===== config.mk =====
export PLATFORM = sky130hd
export DESIGN_NAME = mem_access_unit
export DESIGN_NICKNAME = d
export VERILOG_FILES = /design/src/rtl/mem_access_unit.sv
export SDC_FILE = /design/constraint.sdc
export NUM_CORES = 1
export LEC_CHECK = 0
export CAP_MARGIN = 20
export CORE_MARGIN = 1
export CORE_UTILIZATION = 38
export DETAILED_ROUTE_END_ITERATION = 10
export GPL_TIMING_DRIVEN = 0
export PLACE_DENSITY = 0.78
export SLEW_MARGIN = 20
export SYNTH_ARGS = -nofsm -noshare
export SYNTH_HDL_FRONTEND = slang
export SYNTH_SLANG_ARGS = --single-unit

===== constraint.sdc =====
create_clock -name CLK -period 3.69 [get_ports CLK]
set_input_delay 0.5535 -clock CLK [delete_from_list [all_inputs] [get_ports CLK]]
set_output_delay 0.5535 -clock CLK [all_outputs]
set_load 0.03 [all_outputs]

===== src/rtl/mem_access_unit.sv =====
// Load/store front end for a single-port data SRAM: one word access per request,
// byte-lane steering for stores and lane extraction plus extension for loads.
module mem_access_unit #(
  parameter int ADDR_W = 12
) (
  input  logic              CLK,
  input  logic              RST,
  input  logic              REQ_VALID,
  output logic              REQ_READY,
  input  logic              REQ_WE,
  input  logic [ADDR_W+1:0] REQ_ADDR,
  input  logic [1:0]        REQ_SIZE,
  input  logic              REQ_UNSIGNED,
  input  logic [31:0]       REQ_WDATA,
  output logic              RSP_VALID,
  output logic [31:0]       RSP_RDATA,
  output logic              RSP_ERR,
  output logic              MEM_CSN,
  output logic              MEM_WEN,
  output logic [ADDR_W-1:0] MEM_ADDR,
  output logic [3:0]        MEM_BE,
  output logic [31:0]       MEM_DI,
  input  logic [31:0]       MEM_DOUT
);

  typedef enum logic [1:0] {IDLE, ISSUE, WAIT, RESP} state_t;

  state_t      state, next_state;
  logic        we_r, uns_r;
  logic [1:0]  size_r, lane_r;
  logic        accept, bad;

  function automatic logic [3:0] store_be(input logic [1:0] size, input logic [1:0] lane);
    case (size)
      2'b00:   store_be = 4'b0001 << lane;
      2'b01:   store_be = lane[1] ? 4'b1100 : 4'b0011;
      default: store_be = 4'b1111;
    endcase
  endfunction

  function automatic logic [31:0] store_di(input logic [1:0] size, input logic [31:0] wdata);
    case (size)
      2'b00:   store_di = {4{wdata[7:0]}};
      2'b01:   store_di = {2{wdata[15:0]}};
      default: store_di = wdata;
    endcase
  endfunction

  function automatic logic [31:0] format_load(input logic [1:0] size, input logic [1:0] lane,
                                              input logic uns, input logic [31:0] word);
    logic [7:0]  b;
    logic [15:0] h;
    b = word[{lane, 3'b000} +: 8];
    h = lane[1] ? word[31:16] : word[15:0];
    case (size)
      2'b00:   format_load = uns ? {24'd0, b} : {{24{b[7]}}, b};
      2'b01:   format_load = uns ? {16'd0, h} : {{16{h[15]}}, h};
      default: format_load = word;
    endcase
  endfunction

  assign accept = REQ_VALID && REQ_READY;
  assign bad    = (REQ_SIZE == 2'b11) ||
                  (REQ_SIZE == 2'b01 && REQ_ADDR[0]) ||
                  (REQ_SIZE == 2'b10 && REQ_ADDR[1:0] != 2'b00);

  always_ff @(posedge CLK or posedge RST) begin
    if (RST) state <= IDLE;
    else     state <= next_state;
  end

  always_comb begin
    next_state = state;
    case (state)
      IDLE:    if (accept) next_state = bad ? RESP : ISSUE;
      ISSUE:   next_state = we_r ? RESP : WAIT;
      WAIT:    next_state = RESP;
      default: next_state = IDLE;
    endcase
  end

  // Strobes decode straight from state so reset forces the SRAM idle without a clock.
  always_comb begin
    REQ_READY = (state == IDLE) && !RST;
    RSP_VALID = (state == RESP);
    MEM_CSN   = (state != ISSUE);
    MEM_WEN   = !((state == ISSUE) && we_r);
  end

  always_ff @(posedge CLK or posedge RST) begin
    if (RST) begin
      we_r      <= 1'b0;
      uns_r     <= 1'b0;
      size_r    <= 2'b00;
      lane_r    <= 2'b00;
      RSP_ERR   <= 1'b0;
      RSP_RDATA <= 32'd0;
      MEM_ADDR  <= '0;
      MEM_BE    <= 4'b0000;
      MEM_DI    <= 32'd0;
    end else begin
      case (state)
        IDLE: if (accept) begin
          we_r    <= REQ_WE;
          uns_r   <= REQ_UNSIGNED;
          size_r  <= REQ_SIZE;
          lane_r  <= REQ_ADDR[1:0];
          RSP_ERR <= bad;
          // Rejected requests leave the SRAM-facing registers untouched.
          if (!bad) begin
            MEM_ADDR <= REQ_ADDR[ADDR_W+1:2];
            MEM_BE   <= REQ_WE ? store_be(REQ_SIZE, REQ_ADDR[1:0]) : 4'b0000;
            MEM_DI   <= REQ_WE ? store_di(REQ_SIZE, REQ_WDATA) : 32'd0;
          end
        end
        WAIT: RSP_RDATA <= format_load(size_r, lane_r, uns_r, MEM_DOUT);
        RESP: begin
          RSP_RDATA <= 32'd0;
          RSP_ERR   <= 1'b0;
        end
        default: ;
      endcase
    end
  end

endmodule

==> metrics.csv, run 1 <==
stage,metric,value,unit
global_routing,GRT Total Usage,0.227,
floorplanning,Die Span Y,111,µm
timing,slew margin rel.,0.576,
drt,vias per inst,5.27,
timing,Worst-Margin Slew,0.636,ns
logic_synthesis,number of synthesized flops with an enable pin,0,
global_routing,met2 Use GR,0.393,
cells_and_area,final core utilization,0.582,
clocking,CTS tree,built,
global_routing,first-pass GRT wire length,21900,µm
clocking,Longest Clk Path Bufs,2,
drt,Via Count,4153,
pwr,PD cells,843,nW/µm²
drt,DRT Pass-1 Iters,4,
timing,RSZ-0062 raised after global routing,no,
timing,Max Clock Skew,0.00505,ns
logic_synthesis,largest cells by area after synthesis,"dfrtp_1 49%, mux2_2 8.3%, nand2_1 7.8%",
logic_synthesis,Post-synth ARST share,1.00,
worst_setup_path,reg2reg end,RSP_RDATA[7],
global_routing,antenna violations before repair,0,
logic_synthesis,Mapped Nets,550,
run_status,status,"finished, final reports clean",
logic_synthesis,sequential fraction of the synthesis area,0.494,
pwr,worst vdd ir,0.000534,V
logic_synthesis,Synth top area share,0.494,
clocking,Worst-path clk slew,0.06,ns
timing,final slew viol count,0,
global_routing,largest net degree at the start of global routing,47,
logic_synthesis,Synth Cell Area,4500,µm²
worst_setup_path,CP Launch Point,state[0],
placed_design,Placement Cell Area,6390,µm²
clocking,H-Tree Depth,3,
worst_setup_path,"reg-to-reg slack, setup",1.55,ns
timing,Tmin final,2.48,ns
drt,DRT iter0 DRCs,151,
worst_setup_path,startpoint types,flip-flop,
timing,Final Hold Viols,0,
clocking,Post-CTS Setup Repair Bufs,0,
logic_synthesis,Synth Warn #,0,
logic_synthesis,"Primary FF master, synth",dfrtp_1,
timing,WHS,0.482,ns
clocking,CTS Hold Bufs,0,
clocking,CTS root buffer,clkbuf_16,
cells_and_area,final net count,730,
worst_setup_path,reg2reg start,state[0],
floorplanning,Starting Density,0.393,
worst_setup_path,critical path arrival,1.93,ns
worst_setup_path,kind of critical path,reg -> out,
clocking,insertion delay to the later sink of the worst-skew pair,0.34,ns
logic_synthesis,synthesized instance count,461,
worst_setup_path,endpoint class of the critical path,primary output,
logic_synthesis,Avg Inst Size Synth,9.77,µm²
cells_and_area,area grow syn2layout,48.2,%
job,Max Cap Violations,0,
drt,Residual DRC,0,
logic_synthesis,largest area contributor in the netlist,dfrtp_1,
floorplanning,Core Region,11500,µm²
placed_design,Port-buffer cells,168,
worst_setup_path,CP Data Required Time,3.14,ns
floorplanning,Ports,170,
timing,Tcrit/Tclk final,0.673,
global_routing,vias in the first global route,4169,
timing,setup violators final,0,
cells_and_area,diodes inserted,0,
global_routing,GRT Residual Overflow,0,
cells_and_area,Final Cell Area,6680,µm²
min_path,class of the worst hold path,reg -> reg,
worst_setup_path,Crit Path Max Fanout,5,
cells_and_area,layout cells sized above 1,0.129,
drt,routed wire length,13900,µm
logic_synthesis,synthesized flop and latch total,89,
worst_setup_path,r2r worst-path depth,7,
cells_and_area,"non-filler cells, final",788,
drt,Final ANT Viol Nets,0,
logic_synthesis,Synth cell types,41,
placed_design,hpwl dp,10800,µm
clocking,clock sink count,89,
clocking,total CTS buffers,9,
worst_setup_path,critical path endpoint,REQ_READY,
clocking,# resized after CTS,0,
floorplanning,num rows,39,
pwr,Static Leak,2.88,nW
drt,Wirelength per Cell,17.7,µm
global_routing,met1 usage,0.267,
floorplanning,Die ar.,12300,µm²
timing,maximum clock frequency,0.403,GHz
placed_design,RD Place Congestion,0.919,
floorplanning,Die Wd,111,µm
placed_design,DP Cell Count,773,
global_routing,GR Util met3,0.0651,
global_routing,GR peak layer,met2,
## worst min-delay path by stage
stage	startpoint	end	cells past startpoint
global route	MEM_DI[26]	MEM_DI[26]	2
floorplan	we_r	we_r	1
finish	MEM_DI[18]	MEM_DI[18]	2
global placement	MEM_DI[26]	MEM_DI[26]	2
CTS	MEM_BE[2]	MEM_BE[2]	2
detailed placement	MEM_BE[2]	MEM_BE[2]	2
## power by group
part / switching, mW / leakage (nW) / internal (mW) / total [mW]
registers: 0.273 / 1.14 / 1.41 / 1.68
clock network: 0.379 / 0.134 / 0.490 / 0.869
logic: 1.78 / 1.60 / 1.29 / 3.07
total: 2.43 / 2.88 / 3.19 / 5.63
## final cells by class
class	count	area [µm²]
Clock inverter	4	28.8
Buffer	36	158
Tap cell	143	179
Fill cell	1010	4790
Clock buffer	11	253
Sequential cell	89	2230
Multi-Input combinational cell	328	2090
Inverter	8	32.5
Timing Repair Buffer	169	1710
## sequential cells by signal, summed over array words and instances (netlist names)
register / count
MEM_ADDR: 12
MEM_BE: 4
MEM_DI: 32
RSP_ERR: 1
RSP_RDATA: 32
lane_r: 2
size_r: 2
state: 2
uns_r: 1
we_r: 1
## critical path: stages (launching register included)
cell             delay, ns
dfrtp_1               0.42
inv_1                 0.11
ha_1                  0.24
nor2b_1               0.16
clkdlybuf4s50_1       0.67
## kinds of logic after synthesis
logic type / synth area share
simple gates: 0.153
compound gates: 0.168
flops: 0.494
mux: 0.131
buf+inv: 0.0417
fa+ha+maj: 0.0111
## routing by layer
metal / part of all wire / up-vias
met3: 0.078 / 19
met2: 0.49 / 181
met1: 0.41 / 1980
met4: 0.019 / 0
li1: - / 1973
met5: 0 / -
## cell usage in the layout, fill, tap and decap left out, drive strengths merged, types with 8 or more instances in the layout
cell type and n:
a211oi 14, a21oi 21, and3 16, buf 15, clkbuf 33, clkdlybuf4s50 168, dfrtp 89, inv 8
mux2 41, mux2i 10, nand2 93, nand3b 9, nor2 14, o21ai 69
## synth_stat cells, types with 2 or more instances
| master | instances |
|---|---|
| a211oi_1 | 8 |
| a211oi_2 | 6 |
| a21oi_1 | 21 |
| a221oi_1 | 7 |
| and3_1 | 16 |
| buf_2 | 12 |
| clkbuf_1 | 22 |
| dfrtp_1 | 89 |
| ha_1 | 4 |
| inv_1 | 8 |
| mux2_2 | 33 |
| mux2_4 | 8 |
| mux2i_1 | 10 |
| nand2_1 | 93 |
| nand2b_1 | 2 |
| nand3b_1 | 9 |
| nor2_1 | 12 |
| nor2_2 | 2 |
| nor2b_1 | 2 |
| nor3_1 | 5 |
| o21ai_0 | 68 |
| o31ai_1 | 5 |
## per-stage QoR
stage          total power [mW]  setup WS [ns]  setup TNS, ns
2_1_floorplan              3.51          0.830              0
3_3_place_gp               4.69         -0.556         -49.15
3_5_place_dp               4.77           1.21              0
4_1_cts                    5.65           1.19              0
5_1_grt                    5.92           1.13              0
6_report                   5.63           1.21              0
No activity file was read; power rests on OpenSTA's default activity.
==> inputs of run 2 (changes only) <==
==> constraint.sdc (replaced) <==
create_clock -name CLK -period 2.44 [get_ports CLK]
set_input_delay 0.366 -clock CLK [delete_from_list [all_inputs] [get_ports CLK]]
set_output_delay 0.366 -clock CLK [all_outputs]
set_load 0.03 [all_outputs]
==> run 2 against run 1 <==
Against the previous run:
- non-clock buffer count rose by 2
- register-to-register slack got worse by 1.3 ns
- first-iteration DRC count rose by 21%
- sequential power rose by 51%
- design area rose by 1.2%
- largest power group unchanged
- routed wire length barely moved
- cell count rose by 0.38%
- utilization rose by 0.69 points
==> metrics.csv, run 2 (same netlist as run 1, synthesis figures left out) <==
stage,metric,value,unit,change
clocking,CTS Hold Bufs,0,,unchanged
pwr,total power,8.67,mW,+54%
floorplanning,Die Span Y,111,µm,unchanged
timing,RSZ-0062 raised after global routing,no,,
drt,DRT iter0 DRCs,183,,+21%
global_routing,largest net degree at the start of global routing,27,,-43%
global_routing,met1 usage,0.278,,+0.0116
global_routing,first-pass GRT wire length,22400,µm,+2.5%
placed_design,RD Place Congestion,0.906,,-1.4%
cells_and_area,"non-filler cells, final",791,,+0.38%
cells_and_area,most frequent cells in the layout,"168 x clkdlybuf4s50_1, 93 x nand2_1, 89 x dfrtp_1",,
cells_and_area,diodes inserted,0,,unchanged
worst_setup_path,"Slowest-stage cell, CP",clkdlybuf4s50_1,,
drt,Final ANT Viol Nets,0,,unchanged
worst_setup_path,Crit Path Max Fanout,5,,unchanged
drt,Wirelength per Cell,17.6,µm,-0.44%
timing,slew margin rel.,0.572,,-0.00407
timing,setup TNS,0,ns,unchanged
drt,DRT Pass-1 Iters,4,,unchanged
drt,routed wire length,13900,µm,about the same
worst_setup_path,crit-path cells,inv_1 -> ha_1 -> nor2b_1 -> clkdlybuf4s50_1,,
timing,final slew viol count,0,,unchanged
placed_design,hpwl dp,10800,µm,+0.36%
clocking,Post-CTS Setup Repair Bufs,0,,unchanged
floorplanning,num rows,39,,unchanged
placed_design,Place WS,0.180,ns,-1.03 ns
clocking,CTS tree,built,,
timing,WHS,0.465,ns,-0.0174 ns
clocking,total CTS buffers,9,,unchanged
clocking,CTS root buffer,clkbuf_16,,
cells_and_area,layout cells sized above 1,0.133,,+0.00403
timing,Tcrit/Tclk final,0.938,,
drt,Via Count,4215,,+1.5%
worst_setup_path,endpoint class of the critical path,primary output,,
global_routing,met2 Use GR,0.388,,-0.00455
clocking,clock sink count,89,,unchanged
worst_setup_path,kind of critical path,reg -> out,,
placed_design,DP Cell Count,775,,+0.26%
global_routing,vias in the first global route,4317,,+3.6%
cells_and_area,final core utilization,0.589,,+0.00687
worst_setup_path,crit-path max cell delay,0.67,ns,about the same
clocking,Worst-path clk slew,0.07,ns,about the same
global_routing,GR peak layer,met2,,
placed_design,Placement Cell Area,6440,µm²,+0.76%
floorplanning,Die ar.,12300,µm²,unchanged
worst_setup_path,startpoint types,flip-flop,,
global_routing,GR Util met3,0.0596,,-0.00547
floorplanning,Core Region,11500,µm²,unchanged
clocking,Longest Clk Path Bufs,2,,unchanged
timing,setup violators final,0,,unchanged
pwr,PD cells,1280,nW/µm²,+52%
timing,maximum clock frequency,0.437,GHz,
drt,Residual DRC,0,,unchanged
cells_and_area,Final Cell Area,6760,µm²,+1.2%
clocking,# resized after CTS,0,,unchanged
timing,Max Clock Skew,0.00970,ns,+0.00465 ns
clocking,H-Tree Depth,3,,unchanged
worst_setup_path,CP bufs+invs,2,,unchanged
cells_and_area,"commonest non-fill, non-tap cell in the layout",clkdlybuf4s50_1,,
global_routing,antenna violations before repair,0,,unchanged
timing,Tmin final,2.29,ns,
drt,vias per inst,5.33,,+1.1%
timing,Worst-Margin Slew,0.642,ns,+0.00610 ns
job,Max Cap Violations,0,,unchanged
floorplanning,Ports,170,,unchanged
timing,Worst Slack Setup Final,0.151,ns,-1.06 ns
run_status,status,"finished, final reports clean",,
worst_setup_path,critical path arrival,1.92,ns,about the same
floorplanning,Starting Density,0.393,,unchanged
global_routing,GRT Total Usage,0.229,,+0.00165
worst_setup_path,CP Data Required Time,2.07,ns,-1.07 ns
floorplanning,Die Wd,111,µm,unchanged
pwr,worst vdd ir,0.000762,V,+43%
placed_design,Port-buffer cells,168,,unchanged
pwr,Static Leak,2.92,nW,+1.4%
cells_and_area,top flop regs,"MEM_DI x32, RSP_RDATA x32, MEM_ADDR x12",,
timing,Final Hold Viols,0,,unchanged
worst_setup_path,Crit path max-delay family,buffers and inverters,,
cells_and_area,area grow syn2layout,50.0,%,
cells_and_area,final net count,732,,+0.27%
clocking,insertion delay to the later sink of the worst-skew pair,0.34,ns,about the same
global_routing,GRT Residual Overflow,0,,unchanged
min_path,class of the worst hold path,in -> reg,,
-- run 2: power breakdown --
part           internal [mW]  total, mW  switching, mW  leakage, nW
sequential              2.13       2.54          0.405         1.14
combinational           1.96       4.67           2.71         1.62
clock                  0.838       1.46          0.623        0.155
-- run 2: final timing paths --
path | start | endpoint | slack (ns) | cells after the start
hold reg to reg | MEM_BE[0] | MEM_BE[0] | 0.48 | 2
hold / removal | REQ_WE | MEM_DI[31] | 0.46 | 3
min in group asynchronous | RST | we_r | 0.48 | 2
setup / recovery | state[1] | REQ_READY | 0.15 | 4
max in group asynchronous | RST | RSP_RDATA[5] | 1.30 | 4
setup reg to reg | state[0] | RSP_RDATA[7] | 0.26 | 7
-- run 2: layout make-up --
type	instances	area [µm²]
Sequential cell	89	2230
Buffer	36	158
Clock inverter	6	72.6
Timing Repair Buffer	171	1760
Tap cell	143	179
Inverter	8	33.8
Fill cell	993	4710
Multi-Input combinational cell	328	2090
Clock buffer	10	239
-- run 2: worst reg2reg max path, cell delays in order (launching register included) --
cell	delay, ns
dfrtp_1	0.41
inv_1	0.10
ha_1	0.15
clkbuf_1	0.29
clkbuf_1	0.41
o311ai_0	0.24
a211oi_1	0.33
nor3_1	0.09
-- run 2: per-layer routing --
metal	share of wire	vias to the layer above
met4	0.020	0
met5	0	-
li1	-	1978
met3	0.081	25
met2	0.48	195
met1	0.42	2017
==> inputs of run 3 (changes only) <==
--- a/config.mk
+++ b/config.mk
@@ -6,7 +6,7 @@
 export NUM_CORES = 1
 export LEC_CHECK = 0
 export CAP_MARGIN = 20
-export CORE_MARGIN = 1
+export CORE_MARGIN = 8
 export CORE_UTILIZATION = 38
 export DETAILED_ROUTE_END_ITERATION = 10
 export GPL_TIMING_DRIVEN = 0
==> run 3 against run 2 <==
Against the previous run:
- sequential power barely moved
- highest routed layer unchanged
- flip-flop and latch count did not move
- hold slack improved by 0.010 ns
- via count did not move
- die area rose by 27%
==> metrics.csv, run 3 (same netlist as run 1, synthesis figures left out) <==
stage,metric,value,unit,change
run_status,status,"finished, final reports clean",,
cells_and_area,final net count,731,,-0.14%
global_routing,GRT Total Usage,0.193,,-0.0353
clocking,Post-CTS Setup Repair Bufs,0,,unchanged
drt,DRT Pass-1 Iters,4,,unchanged
worst_setup_path,endpoint class of the critical path,primary output,,
floorplanning,Ports,170,,unchanged
drt,Via Count,4215,,unchanged
timing,final slew viol count,0,,unchanged
floorplanning,Die Wd,125,µm,+13%
timing,Tcrit/Tclk final,0.943,,+0.00471
worst_setup_path,"reg-to-reg slack, setup",0.33,ns,+0.07 ns
placed_design,Port-buffer cells,168,,unchanged
timing,maximum clock frequency,0.435,GHz,-0.50%
worst_setup_path,startpoint types,flip-flop,,
worst_setup_path,reg2reg start,state[0],,
timing,setup TNS,0,ns,unchanged
min_path,class of the worst hold path,in -> reg,,
worst_setup_path,critical path endpoint,REQ_READY,,
drt,vias per inst,5.34,,+0.13%
clocking,H-Tree Depth,3,,unchanged
clocking,CTS Hold Bufs,0,,unchanged
pwr,worst vdd ir,0.000731,V,-4.0%
timing,slew margin rel.,0.526,,-0.0452
drt,Final ANT Viol Nets,0,,unchanged
global_routing,largest net degree at the start of global routing,35,,+30%
drt,DRT iter0 DRCs,290,,+58%
clocking,clock sink count,89,,unchanged
clocking,insertion delay to the later sink of the worst-skew pair,0.35,ns,about the same
drt,routed wire length,15300,µm,+9.8%
cells_and_area,top flop regs,"MEM_DI x32, RSP_RDATA x32, MEM_ADDR x12",,
worst_setup_path,kind of critical path,reg -> out,,
placed_design,hpwl dp,12100,µm,+12%
drt,Wirelength per Cell,19.3,µm,+10%
global_routing,vias in the first global route,4526,,+4.8%
floorplanning,Die ar.,15600,µm²,+27%
worst_setup_path,Crit Path Max Fanout,5,,unchanged
timing,Final Hold Viols,0,,unchanged
clocking,CTS tree,built,,
clocking,Longest Clk Path Bufs,2,,unchanged
timing,Worst-Margin Slew,0.709,ns,+0.0663 ns
floorplanning,Core Region,11500,µm²,+0.43%
drt,Residual DRC,0,,unchanged
floorplanning,Starting Density,0.391,,-0.00166
floorplanning,num rows,39,,unchanged
worst_setup_path,reg2reg end,RSP_RDATA[1],,
worst_setup_path,CP Launch Point,state[0],,
timing,setup violators final,0,,unchanged
pwr,Static Leak,2.89,nW,-0.99%
timing,Max Clock Skew,0.0102,ns,+0.000524 ns
cells_and_area,diodes inserted,0,,unchanged
cells_and_area,area grow syn2layout,48.6,%,
worst_setup_path,CP Data Required Time,2.07,ns,about the same
cells_and_area,layout cells sized above 1,0.130,,-0.00289
placed_design,Place WS,0.170,ns,-0.00987 ns
worst_setup_path,critical path arrival,1.93,ns,about the same
timing,Tmin final,2.30,ns,+0.0115 ns
clocking,CTS root buffer,clkbuf_16,,
pwr,PD cells,1280,nW/µm²,+0.10%
job,Max Cap Violations,0,,unchanged
clocking,Worst-path clk slew,0.06,ns,about the same
clocking,# resized after CTS,0,,unchanged
clocking,total CTS buffers,9,,unchanged
global_routing,antenna violations before repair,0,,unchanged
global_routing,first-pass GRT wire length,24100,µm,+7.7%
global_routing,GRT Residual Overflow,0,,unchanged
timing,RSZ-0062 raised after global routing,no,,
placed_design,RD Place Congestion,0.889,,-1.9%
cells_and_area,"commonest non-fill, non-tap cell in the layout",clkdlybuf4s50_1,,
worst_setup_path,r2r worst-path depth,7,,unchanged
cells_and_area,most frequent cells in the layout,"168 x clkdlybuf4s50_1, 93 x nand2_1, 89 x dfrtp_1",,
timing,Worst Slack Setup Final,0.139,ns,-0.0115 ns
floorplanning,Die Span Y,125,µm,+13%
-- run 3: changes by cell type in the layout (fill, tap and decap cells not counted), sizes merged --
| cell | before | now |
|---|---|---|
| inv | 10 | 7 |
| clkbuf | 32 | 34 |
| clkinv | 2 | 4 |
| buf | 17 | 16 |
| bufinv | 1 | 0 |
-- run 3: layout make-up --
class | count | area, µm²
multi-input cells | 328 | 2090
well taps | 143 | 179
fillers | 1024 | 4820
inverters | 8 | 33.8
clock buffers | 12 | 256
plain buffers | 36 | 158
flip-flops and latches | 89 | 2230
clock inverters | 4 | 27.5
repair buffers | 170 | 1720
-- run 3: report_power, final --
group,total (mW),switching (mW),internal (mW)
Clock,1.34,0.596,0.747
Combinational,4.71,2.76,1.95
Sequential,2.55,0.412,2.13
Total,8.60,3.77,4.83
-- run 3: layer usage --
layer | track usage | vias up | wire length [µm]
met5 | 0 | - | 0
met1 | 0.211 | 2022 | 6080
met2 | 0.333 | 188 | 7450
li1 | - | 1983 | -
met3 | 0.0741 | 22 | 1450
met4 | 0.0759 | 0 | 295
-- run 3: critical path, stage by stage, from the launching register on --
cell             delay (ns)
dfrtp_1                0.41
inv_1                  0.10
ha_1                   0.25
nor2b_1                0.16
clkdlybuf4s50_1        0.68
-- run 3: worst min-delay path by stage --
stage                          start    endpoint  slack, ns  cells past startpoint
final                         REQ_WE  MEM_DI[31]       0.47                      3
after global routing      MEM_DI[12]  MEM_DI[12]       0.51                      2
after CTS                 MEM_DI[26]  MEM_DI[26]       0.48                      2
after global placement    MEM_DI[22]  MEM_DI[22]       0.46                      2
after detailed placement  MEM_DI[26]  MEM_DI[26]       0.47                      2
after floorplan                 we_r        we_r       0.48                      1
-- run 3: through the flow --
| stage | instance area (µm²) | total power, mW | instances | util | hold slack [ns] |
|---|---|---|---|---|---|
| 6_report | 6690 | 8.60 | 790 | 0.581 | 0.475 |
| 3_3_place_gp | 6370 | 7.15 | 772 | 0.553 | 0.461 |
| 2_1_floorplan | 4510 | 5.30 | 461 | - | 0.480 |
| 3_5_place_dp | 6410 | 7.29 | 774 | 0.556 | 0.469 |
| 4_1_cts | 6690 | 8.65 | 790 | 0.581 | 0.483 |
| 5_1_grt | 6690 | 9.07 | 790 | 0.581 | 0.507 |
